### src/rtl/dmni_ni_mc.sv
// dmni_ni_mc: multi-channel NI configuration block.
// CPU memory-mapped front end for N banked Hermes DMA channels and a queued
// BrLite transmit path. Adds an IRQ mask, sticky write-1-to-clear status bits,
// a BR_TX_DEPTH-deep TX FIFO and a request FSM toward the BrLite engine.
//
// Ports:
//   clk_i, rst_i                   clock, asynchronous active-high reset
//   irq_o                          registered |(IRQ_STATUS & IRQ_MASK)
//   cfg_en_i/cfg_we_i/cfg_addr_i   MMR strobe, write enable, word address
//   cfg_data_i/cfg_data_o          write data / registered read data
//   hermes_active_i                per-channel engine busy
//   hermes_rx_available_i          per-channel receive pending
//   hermes_flits_available_i       per-channel flits available (N*FLIT)
//   hermes_start_o                 one-cycle start pulse per channel
//   hermes_operation_o             hermes_op_t per channel
//   hermes_size_o/_size_2_o        per-channel sizes (N*32)
//   hermes_address_o/_address_2_o  per-channel addresses (N*32)
//   br_svc_rx_i/br_svc_ack_o       service FIFO not-empty / one-cycle pop
//   br_svc_data_i                  head service entry
//   br_local_busy_i                BrLite local port busy
//   br_req_o/br_ack_i/br_data_o    BrLite send handshake and payload
//
// Optional feature macro: DMNI_BR_WDT_EN enables the BrLite ack watchdog
// (BR_WDT_CYCLES). Without it a request waits for ack indefinitely.

package dmni_ni_mc_pkg;
  localparam int unsigned HERMES_OP_W = 1;

  typedef enum logic [HERMES_OP_W-1:0] {
    HERMES_OPERATION_SEND    = 1'b0,
    HERMES_OPERATION_RECEIVE = 1'b1
  } hermes_op_t;

  typedef struct packed {
    logic [7:0]  ksvc;
    logic [15:0] seq_source;
    logic [15:0] producer;
    logic [31:0] payload;
  } brlite_svc_t;

  typedef struct packed {
    logic [1:0]  service;
    logic [7:0]  ksvc;
    logic [15:0] target;
    logic [15:0] producer;
    logic [31:0] payload;
  } brlite_out_t;
endpackage

module dmni_ni_mc
  import dmni_ni_mc_pkg::*;
#(
  parameter int unsigned HERMES_FLIT_SIZE = 32,
  parameter int unsigned N_HERMES_CH      = 2,
  parameter int unsigned BR_TX_DEPTH      = 4,
  parameter int unsigned BR_WDT_CYCLES    = 1024
) (
  input  logic                                   clk_i,
  input  logic                                   rst_i,
  output logic                                   irq_o,
  input  logic                                   cfg_en_i,
  input  logic                                   cfg_we_i,
  input  logic [5:0]                             cfg_addr_i,
  input  logic [31:0]                            cfg_data_i,
  output logic [31:0]                            cfg_data_o,
  input  logic [N_HERMES_CH-1:0]                 hermes_active_i,
  input  logic [N_HERMES_CH-1:0]                 hermes_rx_available_i,
  input  logic [N_HERMES_CH*HERMES_FLIT_SIZE-1:0] hermes_flits_available_i,
  output logic [N_HERMES_CH-1:0]                 hermes_start_o,
  output logic [N_HERMES_CH*HERMES_OP_W-1:0]     hermes_operation_o,
  output logic [N_HERMES_CH*32-1:0]              hermes_size_o,
  output logic [N_HERMES_CH*32-1:0]              hermes_size_2_o,
  output logic [N_HERMES_CH*32-1:0]              hermes_address_o,
  output logic [N_HERMES_CH*32-1:0]              hermes_address_2_o,
  input  logic                                   br_svc_rx_i,
  output logic                                   br_svc_ack_o,
  input  brlite_svc_t                            br_svc_data_i,
  input  logic                                   br_local_busy_i,
  output logic                                   br_req_o,
  input  logic                                   br_ack_i,
  output brlite_out_t                            br_data_o
);

  localparam int unsigned SEL_W = (N_HERMES_CH > 1) ? $clog2(N_HERMES_CH) : 1;
  localparam int unsigned PTR_W = $clog2(BR_TX_DEPTH);
  localparam int unsigned CNT_W = PTR_W + 1;

  localparam logic [5:0] A_STATUS     = 6'h00, A_IRQ_STATUS = 6'h01, A_IRQ_MASK   = 6'h02;
  localparam logic [5:0] A_IRQ_CLEAR  = 6'h03, A_PENDING    = 6'h04, A_CH_SEL     = 6'h08;
  localparam logic [5:0] A_START      = 6'h09, A_OP         = 6'h0A, A_SIZE       = 6'h0B;
  localparam logic [5:0] A_SIZE2      = 6'h0C, A_ADDR       = 6'h0D, A_ADDR2      = 6'h0E;
  localparam logic [5:0] A_FLITS      = 6'h0F, A_SERVICE    = 6'h10, A_KSVC       = 6'h11;
  localparam logic [5:0] A_TARGET     = 6'h12, A_PRODUCER   = 6'h13, A_PAYLOAD    = 6'h14;
  localparam logic [5:0] A_BR_PUSH    = 6'h15, A_TX_COUNT   = 6'h16, A_SVC_KSVC   = 6'h18;
  localparam logic [5:0] A_SVC_PROD   = 6'h19, A_SVC_PAY    = 6'h1A, A_SVC_POP    = 6'h1B;

  typedef enum logic {S_IDLE, S_REQ} tx_state_t;

  // Elaboration-time guard on the legal parameter space
  if (N_HERMES_CH < 1 || N_HERMES_CH > 8 || HERMES_FLIT_SIZE < 1 || HERMES_FLIT_SIZE > 32 ||
      BR_TX_DEPTH < 2 || (BR_TX_DEPTH & (BR_TX_DEPTH - 1)) != 0 || BR_WDT_CYCLES < 1)
  begin : g_param_check
    $error("dmni_ni_mc: illegal parameter set");
  end

  // Configuration state
  logic [SEL_W-1:0] sel_q;
  hermes_op_t       op_q    [N_HERMES_CH];
  logic [31:0]      size_q  [N_HERMES_CH];
  logic [31:0]      size2_q [N_HERMES_CH];
  logic [31:0]      addr_q  [N_HERMES_CH];
  logic [31:0]      addr2_q [N_HERMES_CH];
  logic [6:0]       mask_q;
  logic             pending_q;
  logic             tx_done_q, tx_ovf_q, start_err_q, tx_to_q;
  brlite_out_t      stage_q;

  // TX FIFO and FSM state
  brlite_out_t      mem_q [BR_TX_DEPTH];
  logic [PTR_W-1:0] wr_ptr_q, rd_ptr_q;
  logic [CNT_W-1:0] cnt_q;
  tx_state_t        state_q;

  logic        wr_c, rd_c, push_req_c, push_ok_c, pop_c, start_req_c, svc_pop_c;
  logic        fifo_full_c, fifo_empty_c, wdt_expire_c;
  logic        done_evt_c, ovf_evt_c, start_err_evt_c, timeout_evt_c;
  logic [6:0]  clr_c, irq_status_c;
  logic [31:0] rdata_c;
  hermes_op_t  sel_op_c;
  logic [31:0] sel_size_c, sel_size2_c, sel_addr_c, sel_addr2_c, sel_flits_c;
  logic        sel_active_c;

  assign wr_c = cfg_en_i & cfg_we_i;
  assign rd_c = cfg_en_i & ~cfg_we_i;

  assign fifo_full_c  = (cnt_q == CNT_W'(BR_TX_DEPTH));
  assign fifo_empty_c = (cnt_q == '0);

  assign push_req_c  = wr_c && (cfg_addr_i == A_BR_PUSH) && cfg_data_i[0];
  assign start_req_c = wr_c && (cfg_addr_i == A_START) && cfg_data_i[0];
  assign svc_pop_c   = wr_c && (cfg_addr_i == A_SVC_POP) && cfg_data_i[0];
  assign clr_c       = (wr_c && cfg_addr_i == A_IRQ_CLEAR) ? {cfg_data_i[6:3], 3'b000} : 7'd0;

  // Ack has priority over watchdog expiry in the same cycle
  assign pop_c         = (state_q == S_REQ) && (br_ack_i || wdt_expire_c);
  assign done_evt_c    = (state_q == S_REQ) && br_ack_i;
  assign timeout_evt_c = (state_q == S_REQ) && !br_ack_i && wdt_expire_c;

  // A full FIFO still accepts a push when an entry leaves in the same cycle
  assign push_ok_c       = push_req_c && (!fifo_full_c || pop_c);
  assign ovf_evt_c       = push_req_c && !push_ok_c;
  assign start_err_evt_c = start_req_c && sel_active_c;

  assign irq_status_c = {tx_to_q, start_err_q, tx_ovf_q, tx_done_q, pending_q,
                         br_svc_rx_i, |hermes_rx_available_i};

`ifdef DMNI_BR_WDT_EN
  localparam int unsigned WDT_W = $clog2(BR_WDT_CYCLES + 1);
  logic [WDT_W-1:0] wdt_q;

  // Cycles spent in REQ; zero on the first request cycle
  always_ff @(posedge clk_i or posedge rst_i) begin
    if (rst_i)                 wdt_q <= '0;
    else if (state_q != S_REQ) wdt_q <= '0;
    else                       wdt_q <= wdt_q + WDT_W'(1);
  end

  assign wdt_expire_c = (state_q == S_REQ) && (wdt_q == WDT_W'(BR_WDT_CYCLES - 1));
`else
  assign wdt_expire_c = 1'b0;
`endif

  // Selected-channel view for reads and start checks
  always_comb begin
    sel_op_c     = HERMES_OPERATION_SEND;
    sel_size_c   = '0;
    sel_size2_c  = '0;
    sel_addr_c   = '0;
    sel_addr2_c  = '0;
    sel_flits_c  = '0;
    sel_active_c = 1'b0;
    for (int c = 0; c < int'(N_HERMES_CH); c++) begin
      if (sel_q == SEL_W'(c)) begin
        sel_op_c     = op_q[c];
        sel_size_c   = size_q[c];
        sel_size2_c  = size2_q[c];
        sel_addr_c   = addr_q[c];
        sel_addr2_c  = addr2_q[c];
        sel_flits_c  = 32'(hermes_flits_available_i[c*HERMES_FLIT_SIZE +: HERMES_FLIT_SIZE]);
        sel_active_c = hermes_active_i[c];
      end
    end
  end

  // Read mux; unmapped and write-only addresses return 0
  always_comb begin
    rdata_c = '0;
    case (cfg_addr_i)
      A_STATUS:     rdata_c = {16'd0, 8'(hermes_active_i), 5'd0, br_local_busy_i,
                               fifo_empty_c, fifo_full_c};
      A_IRQ_STATUS: rdata_c = 32'(irq_status_c);
      A_IRQ_MASK:   rdata_c = 32'(mask_q);
      A_PENDING:    rdata_c = 32'(pending_q);
      A_CH_SEL:     rdata_c = 32'(sel_q);
      A_OP:         rdata_c = 32'(sel_op_c);
      A_SIZE:       rdata_c = sel_size_c;
      A_SIZE2:      rdata_c = sel_size2_c;
      A_ADDR:       rdata_c = sel_addr_c;
      A_ADDR2:      rdata_c = sel_addr2_c;
      A_FLITS:      rdata_c = sel_flits_c;
      A_SERVICE:    rdata_c = 32'(stage_q.service);
      A_KSVC:       rdata_c = 32'(stage_q.ksvc);
      A_TARGET:     rdata_c = 32'(stage_q.target);
      A_PRODUCER:   rdata_c = 32'(stage_q.producer);
      A_PAYLOAD:    rdata_c = stage_q.payload;
      A_TX_COUNT:   rdata_c = 32'(cnt_q);
      A_SVC_KSVC:   rdata_c = 32'(br_svc_data_i.ksvc);
      A_SVC_PROD:   rdata_c = {br_svc_data_i.seq_source, br_svc_data_i.producer};
      A_SVC_PAY:    rdata_c = br_svc_data_i.payload;
      default:      rdata_c = '0;
    endcase
  end

  // MMR registers, sticky status, start pulses, service pop and IRQ output
  always_ff @(posedge clk_i or posedge rst_i) begin
    if (rst_i) begin
      sel_q          <= '0;
      mask_q         <= 7'h07;
      pending_q      <= 1'b0;
      tx_done_q      <= 1'b0;
      tx_ovf_q       <= 1'b0;
      start_err_q    <= 1'b0;
      tx_to_q        <= 1'b0;
      stage_q        <= '0;
      hermes_start_o <= '0;
      br_svc_ack_o   <= 1'b0;
      irq_o          <= 1'b0;
      cfg_data_o     <= '0;
      for (int c = 0; c < int'(N_HERMES_CH); c++) begin
        op_q[c]    <= HERMES_OPERATION_SEND;
        size_q[c]  <= '0;
        size2_q[c] <= '0;
        addr_q[c]  <= '0;
        addr2_q[c] <= '0;
      end
    end else begin
      if (rd_c) cfg_data_o <= rdata_c;

      if (wr_c) begin
        case (cfg_addr_i)
          A_IRQ_MASK: mask_q           <= cfg_data_i[6:0];
          A_PENDING:  pending_q        <= cfg_data_i[0];
          A_CH_SEL:   if (cfg_data_i < 32'(N_HERMES_CH)) sel_q <= SEL_W'(cfg_data_i);
          A_SERVICE:  stage_q.service  <= cfg_data_i[1:0];
          A_KSVC:     stage_q.ksvc     <= cfg_data_i[7:0];
          A_TARGET:   stage_q.target   <= cfg_data_i[15:0];
          A_PRODUCER: stage_q.producer <= cfg_data_i[15:0];
          A_PAYLOAD:  stage_q.payload  <= cfg_data_i;
          default: ;
        endcase
      end

      for (int c = 0; c < int'(N_HERMES_CH); c++) begin
        if (wr_c && sel_q == SEL_W'(c)) begin
          case (cfg_addr_i)
            A_OP:    op_q[c]    <= hermes_op_t'(cfg_data_i[HERMES_OP_W-1:0]);
            A_SIZE:  size_q[c]  <= cfg_data_i;
            A_SIZE2: size2_q[c] <= cfg_data_i;
            A_ADDR:  addr_q[c]  <= cfg_data_i;
            A_ADDR2: addr2_q[c] <= cfg_data_i;
            default: ;
          endcase
        end
      end

      // Set events override a coincident clear
      tx_done_q   <= done_evt_c      | (tx_done_q   & ~clr_c[3]);
      tx_ovf_q    <= ovf_evt_c       | (tx_ovf_q    & ~clr_c[4]);
      start_err_q <= start_err_evt_c | (start_err_q & ~clr_c[5]);
      tx_to_q     <= timeout_evt_c   | (tx_to_q     & ~clr_c[6]);

      hermes_start_o <= '0;
      if (start_req_c && !sel_active_c) hermes_start_o <= N_HERMES_CH'(1) << sel_q;

      // A pop request seen while the pulse is high is dropped
      br_svc_ack_o <= svc_pop_c && !br_svc_ack_o;

      irq_o <= |(irq_status_c & mask_q);
    end
  end

  // FIFO storage; contents are don't-care once pointers reset
  always_ff @(posedge clk_i) begin
    if (push_ok_c) mem_q[wr_ptr_q] <= stage_q;
  end

  // FIFO pointers/count and BrLite request FSM
  always_ff @(posedge clk_i or posedge rst_i) begin
    if (rst_i) begin
      wr_ptr_q  <= '0;
      rd_ptr_q  <= '0;
      cnt_q     <= '0;
      state_q   <= S_IDLE;
      br_req_o  <= 1'b0;
      br_data_o <= '0;
    end else begin
      if (push_ok_c) wr_ptr_q <= wr_ptr_q + PTR_W'(1);
      if (pop_c)     rd_ptr_q <= rd_ptr_q + PTR_W'(1);
      case ({push_ok_c, pop_c})
        2'b10:   cnt_q <= cnt_q + CNT_W'(1);
        2'b01:   cnt_q <= cnt_q - CNT_W'(1);
        default: ;
      endcase

      case (state_q)
        S_IDLE: begin
          if (!fifo_empty_c && !br_local_busy_i) begin
            state_q   <= S_REQ;
            br_req_o  <= 1'b1;
            br_data_o <= mem_q[rd_ptr_q];
          end
        end
        S_REQ: begin
          if (br_ack_i || wdt_expire_c) begin
            state_q  <= S_IDLE;
            br_req_o <= 1'b0;
          end
        end
        default: begin
          state_q  <= S_IDLE;
          br_req_o <= 1'b0;
        end
      endcase
    end
  end

  // Flatten per-channel registers onto the output buses
  for (genvar c = 0; c < int'(N_HERMES_CH); c++) begin : g_out
    assign hermes_operation_o[c*HERMES_OP_W +: HERMES_OP_W] = op_q[c];
    assign hermes_size_o[c*32 +: 32]      = size_q[c];
    assign hermes_size_2_o[c*32 +: 32]    = size2_q[c];
    assign hermes_address_o[c*32 +: 32]   = addr_q[c];
    assign hermes_address_2_o[c*32 +: 32] = addr2_q[c];
  end

endmodule

### config.mk
export PLATFORM = sky130hd
export DESIGN_NAME = dmni_ni_mc
export DESIGN_NICKNAME = d
export VERILOG_FILES = /design/src/rtl/dmni_ni_mc.sv
export SDC_FILE = /design/constraint.sdc
export NUM_CORES = 1
export LEC_CHECK = 0
export CAP_MARGIN = 20
export CORE_UTILIZATION = 50
export CTS_BUF_LIST = sky130_fd_sc_hd__clkbuf_8
export CTS_CLUSTER_SIZE = 40
export DETAILED_ROUTE_END_ITERATION = 6
export GPL_TIMING_DRIVEN = 0
export PLACE_DENSITY_LB_ADDON = 0.08
export RECOVER_POWER = 25
export SYNTH_ARGS = -nofsm -noshare
export SYNTH_HDL_FRONTEND = slang
export SYNTH_SLANG_ARGS = --single-unit
### constraint.sdc
create_clock -name clk_i -period 17 [get_ports clk_i]
set_input_delay 4.25 -clock clk_i [delete_from_list [all_inputs] [get_ports clk_i]]
set_output_delay 4.25 -clock clk_i [all_outputs]
set_load 0.005 [all_outputs]
==> reports/results.txt <==
Status = finished with violations
Failing checks = max-capacitance violations, max-slew violations
XOR/XNOR share of the synthesized area = 0.164%
Post-Synthesis Cell Area = 32,000 µm²
Mean Syn Cell Area = 15.7 µm²
Min-Delay Path Class = reg2reg
Netlist cell types = 64
Buffer count from post-CTS setup fixing = 0
Skew final = 0.0506 ns
Critical path class = in2async
Tcrit/Tclk final = 47.1%
Core area = 63,100 µm²
Power Density = 115 nW/µm²
Detailed Route Iter0 Violations = 2,174
Seq cells post-synth = 760
Mapped Cells = 2,034
Delay-heaviest family, CP = buffers and inverters
CTS tree = done
Largest family of logic cells by synthesized area = multiplexers
Synth top area share = 36.1%
Initial antenna violation count = 5
Fin. Hold Viols = 0
Register area share after synthesis = 64.1%
Startpoint types = input port
Gr ovfl total = 0
Area fraction in compound gates after synthesis = 4.56%
Post-synth top flop = dfrtp_1
Largest net degree at the start of global routing = 44
Cell Rows = 92
H-tree levels = 3
Final Slew Violations = 192
Setup Viol. Count Final = 0
CP arrival = 8.95 ns
GRT Total Usage = 38.5%
CTS hold repair buffers = 0
Clk Latency, worst-skew pair = 0.77 ns
Vias in the first global route = 23,100
Worst slew margin = -64.5%
Area contributors post-synth = dfrtp_1 36%, edfxtp_1 28%, mux2_2 14%, mux4_2 5.2%, mux2i_1 4.2%
Input/output buffers = 536
Slowest stage delay, CP = 1.60 ns
Antenna viol nets, final = 0
Total Neg Setup Slack = 0 ns
Vias post-DR = 22,600
P&R area growth vs syn = 29.6%
Placer congestion estimate = 0.950
CTS clk-pin slew, worst paths = 0.06 ns
Vias/cell = 6.13
CP Capture Type = async pin
Clock root buffer master = clkbuf_8
Worst endpoint required time = 17.93 ns
RSZ-0062 raised after global routing = false
Maximum fanout along the worst path = 39
Residual DRC = 0
NumNets Final = 2,916
DP HPWL = 90,100 µm
Die Y-Extent = 255 µm
Synth Net Count = 2,225
WL final = 124,000 µm
Synth warn = 0
Mux contribution to synthesized area = 24.8%
Initial core utilization = 50.7%
Pleak = 16.6 nW
Post-synth ARST share = 61.1%
Chip Width = 255 µm
Worst-path cell chain = dlygate4sd3_1, clkinvlp_2, clkbuf_1, clkbuf_1, buf_12, buf_12, buf_12
TritonCTS buffer count = 120
Fin crit period = 8.02 ns
Adder-cell share of the synthesized area = 0.258%
Worst Path Buf+Inv = 7
Final WS setup = 8.98 ns
Worst slew pin tran = 2.47 ns
Slowest CP cell = clkbuf_1
# resized after CTS = 0
Wire per inst = 33.8 µm
Fill cells = 4,685
Max-cap viol count = 5
Pre-antenna DRT Iters = 7
Post-synthesis simple-gate area fraction = 3.85%
Leading area contributor after synthesis = dfrtp_1
Flop2flop setup slack = 13.65 ns
Num ports = 554
CP most frequent cell = buf_12
Clock sink count = 760
Die Area = 65,000 µm²
Share of cells above drive strength 1 = 27.6%
Peak supply drop = 0.0651 mV
Max clock buf depth = 3
Worst Setup Slack post-DPL = 9.08 ns
FMAX = 125 MHz
First-pass GRT wire length = 171,000 µm
Number of synthesized flops with an enable pin = 296
==> stage by stage <==
stage                     std cells  hold slack, ns  power (mW)  instance area [µm²]  util [%]
final                          3681           0.491        4.79                41500      65.7
after global routing           3678           0.508        4.93                41400      65.7
after CTS                      3676           0.491        4.79                41500      65.8
after detailed placement       3448           0.476        3.20                39000      61.8
after global placement         3416           0.465        3.17                38400      60.9
after floorplan                2034           0.436        2.67                32000         -
==> path summary, 6_finish.rpt <==
check,cells after the start,to,from
max in group clk_i,8,cfg_data_o[2],cfg_addr_i[1]
worst min register to register,2,cfg_data_o[24],cfg_data_o[24]
worst max register to register,8,cfg_data_o[2],sel_q
worst max-delay path,7,hermes_address_2_o[34],rst_i
worst min-delay path,2,cfg_data_o[24],cfg_data_o[24]
min in group asynchronous,2,hermes_size_o[29],rst_i
==> final cells by class <==
| class | instances | area (µm²) | area share [%] |
|---|---|---|---|
| Timing Repair Buffer | 569 | 5890 | 14.2 |
| Tap cell | 846 | 1060 | 2.55 |
| Clock inverter | 87 | 562 | 1.36 |
| Buffer | 150 | 697 | 1.68 |
| Clock buffer | 141 | 1940 | 4.68 |
| Inverter | 9 | 35.0 | 0.0845 |
| Sequential cell | 760 | 20500 | 49.5 |
| Antenna cell | 4 | 10.0 | 0.0241 |
| Multi-Input combinational cell | 1115 | 10800 | 26.0 |
==> tightest hold or removal path: cells and delay by family, from the launching register on <==
family           cells  cell delay (ns)
AND/OR/NAND/NOR      1             0.05
flip-flops           1             0.35
AO/OA/AOI/OAI        1             0.06
==> power by group <==
part | leakage (nW) | internal [mW] | switching [mW]
sequential | 8.92 | 2.06 | 0.130
clock | 1.40 | 0.861 | 0.755
combinational | 6.31 | 0.557 | 0.420
==> flip-flops by register name, indices dropped and copies added, names as in the netlist, 2 cells and up <==
signal              count
stage_q                74
mask_q                  7
cnt_q                   3
br_data_o              74
hermes_size_o          64
cfg_data_o             32
hermes_size_2_o        64
hermes_start_o          2
wr_ptr_q                2
hermes_address_o       64
rd_ptr_q                2
hermes_address_2_o     64
hermes_operation_o      2
mem_q                 296
==> cell families (layout without fill, tap and decap cells) <==
family,count (synthesis),in the layout
flops,760,760
simple gates,240,240
buf+inv,159,956
other cells,0,4
fa+ha+maj,6,6
mux,644,644
xor+xnor,6,6
compound gates,219,219
==> cells in the final DEF (no fill, tap or decap), types with 40 or more instances in the layout <==
cell type and count:
clkdlybuf4s50_1 533, dfrtp_1 461, mux2_2 402, edfxtp_1 296, clkbuf_8 141, mux2i_1 133, nand2_1 116, mux4_2 74
o21ai_0 68, clkbuf_1 65, buf_2 62, inv_1 40
==> synth_stat cells, types with 8 or more instances <==
master	number
nand2_1	116
o211ai_1	8
edfxtp_1	296
mux2_1	35
nor3_1	9
o21ai_0	68
dfrtp_1	461
mux2_2	402
clkbuf_1	61
mux4_2	74
a221oi_1	23
nand4_1	10
nor4_1	24
mux2i_1	133
a21oi_1	18
inv_1	9
o21ai_1	8
o2bb2ai_1	10
nor2_1	27
buf_2	59
a22o_1	9
nand3_1	9
a22oi_1	27
o22ai_1	23
buf_1	17
buf_4	9
==> per-layer routing <==
layer,vias up,global-route usage [%],share of wire [%]
li1,9144,-,-
met1,11800,48.0,37
met2,1338,61.5,47
met3,312,10.7,10
met4,2,20.3,5.4
met5,-,0,0.014
Power figures use the tool's default switching activity.
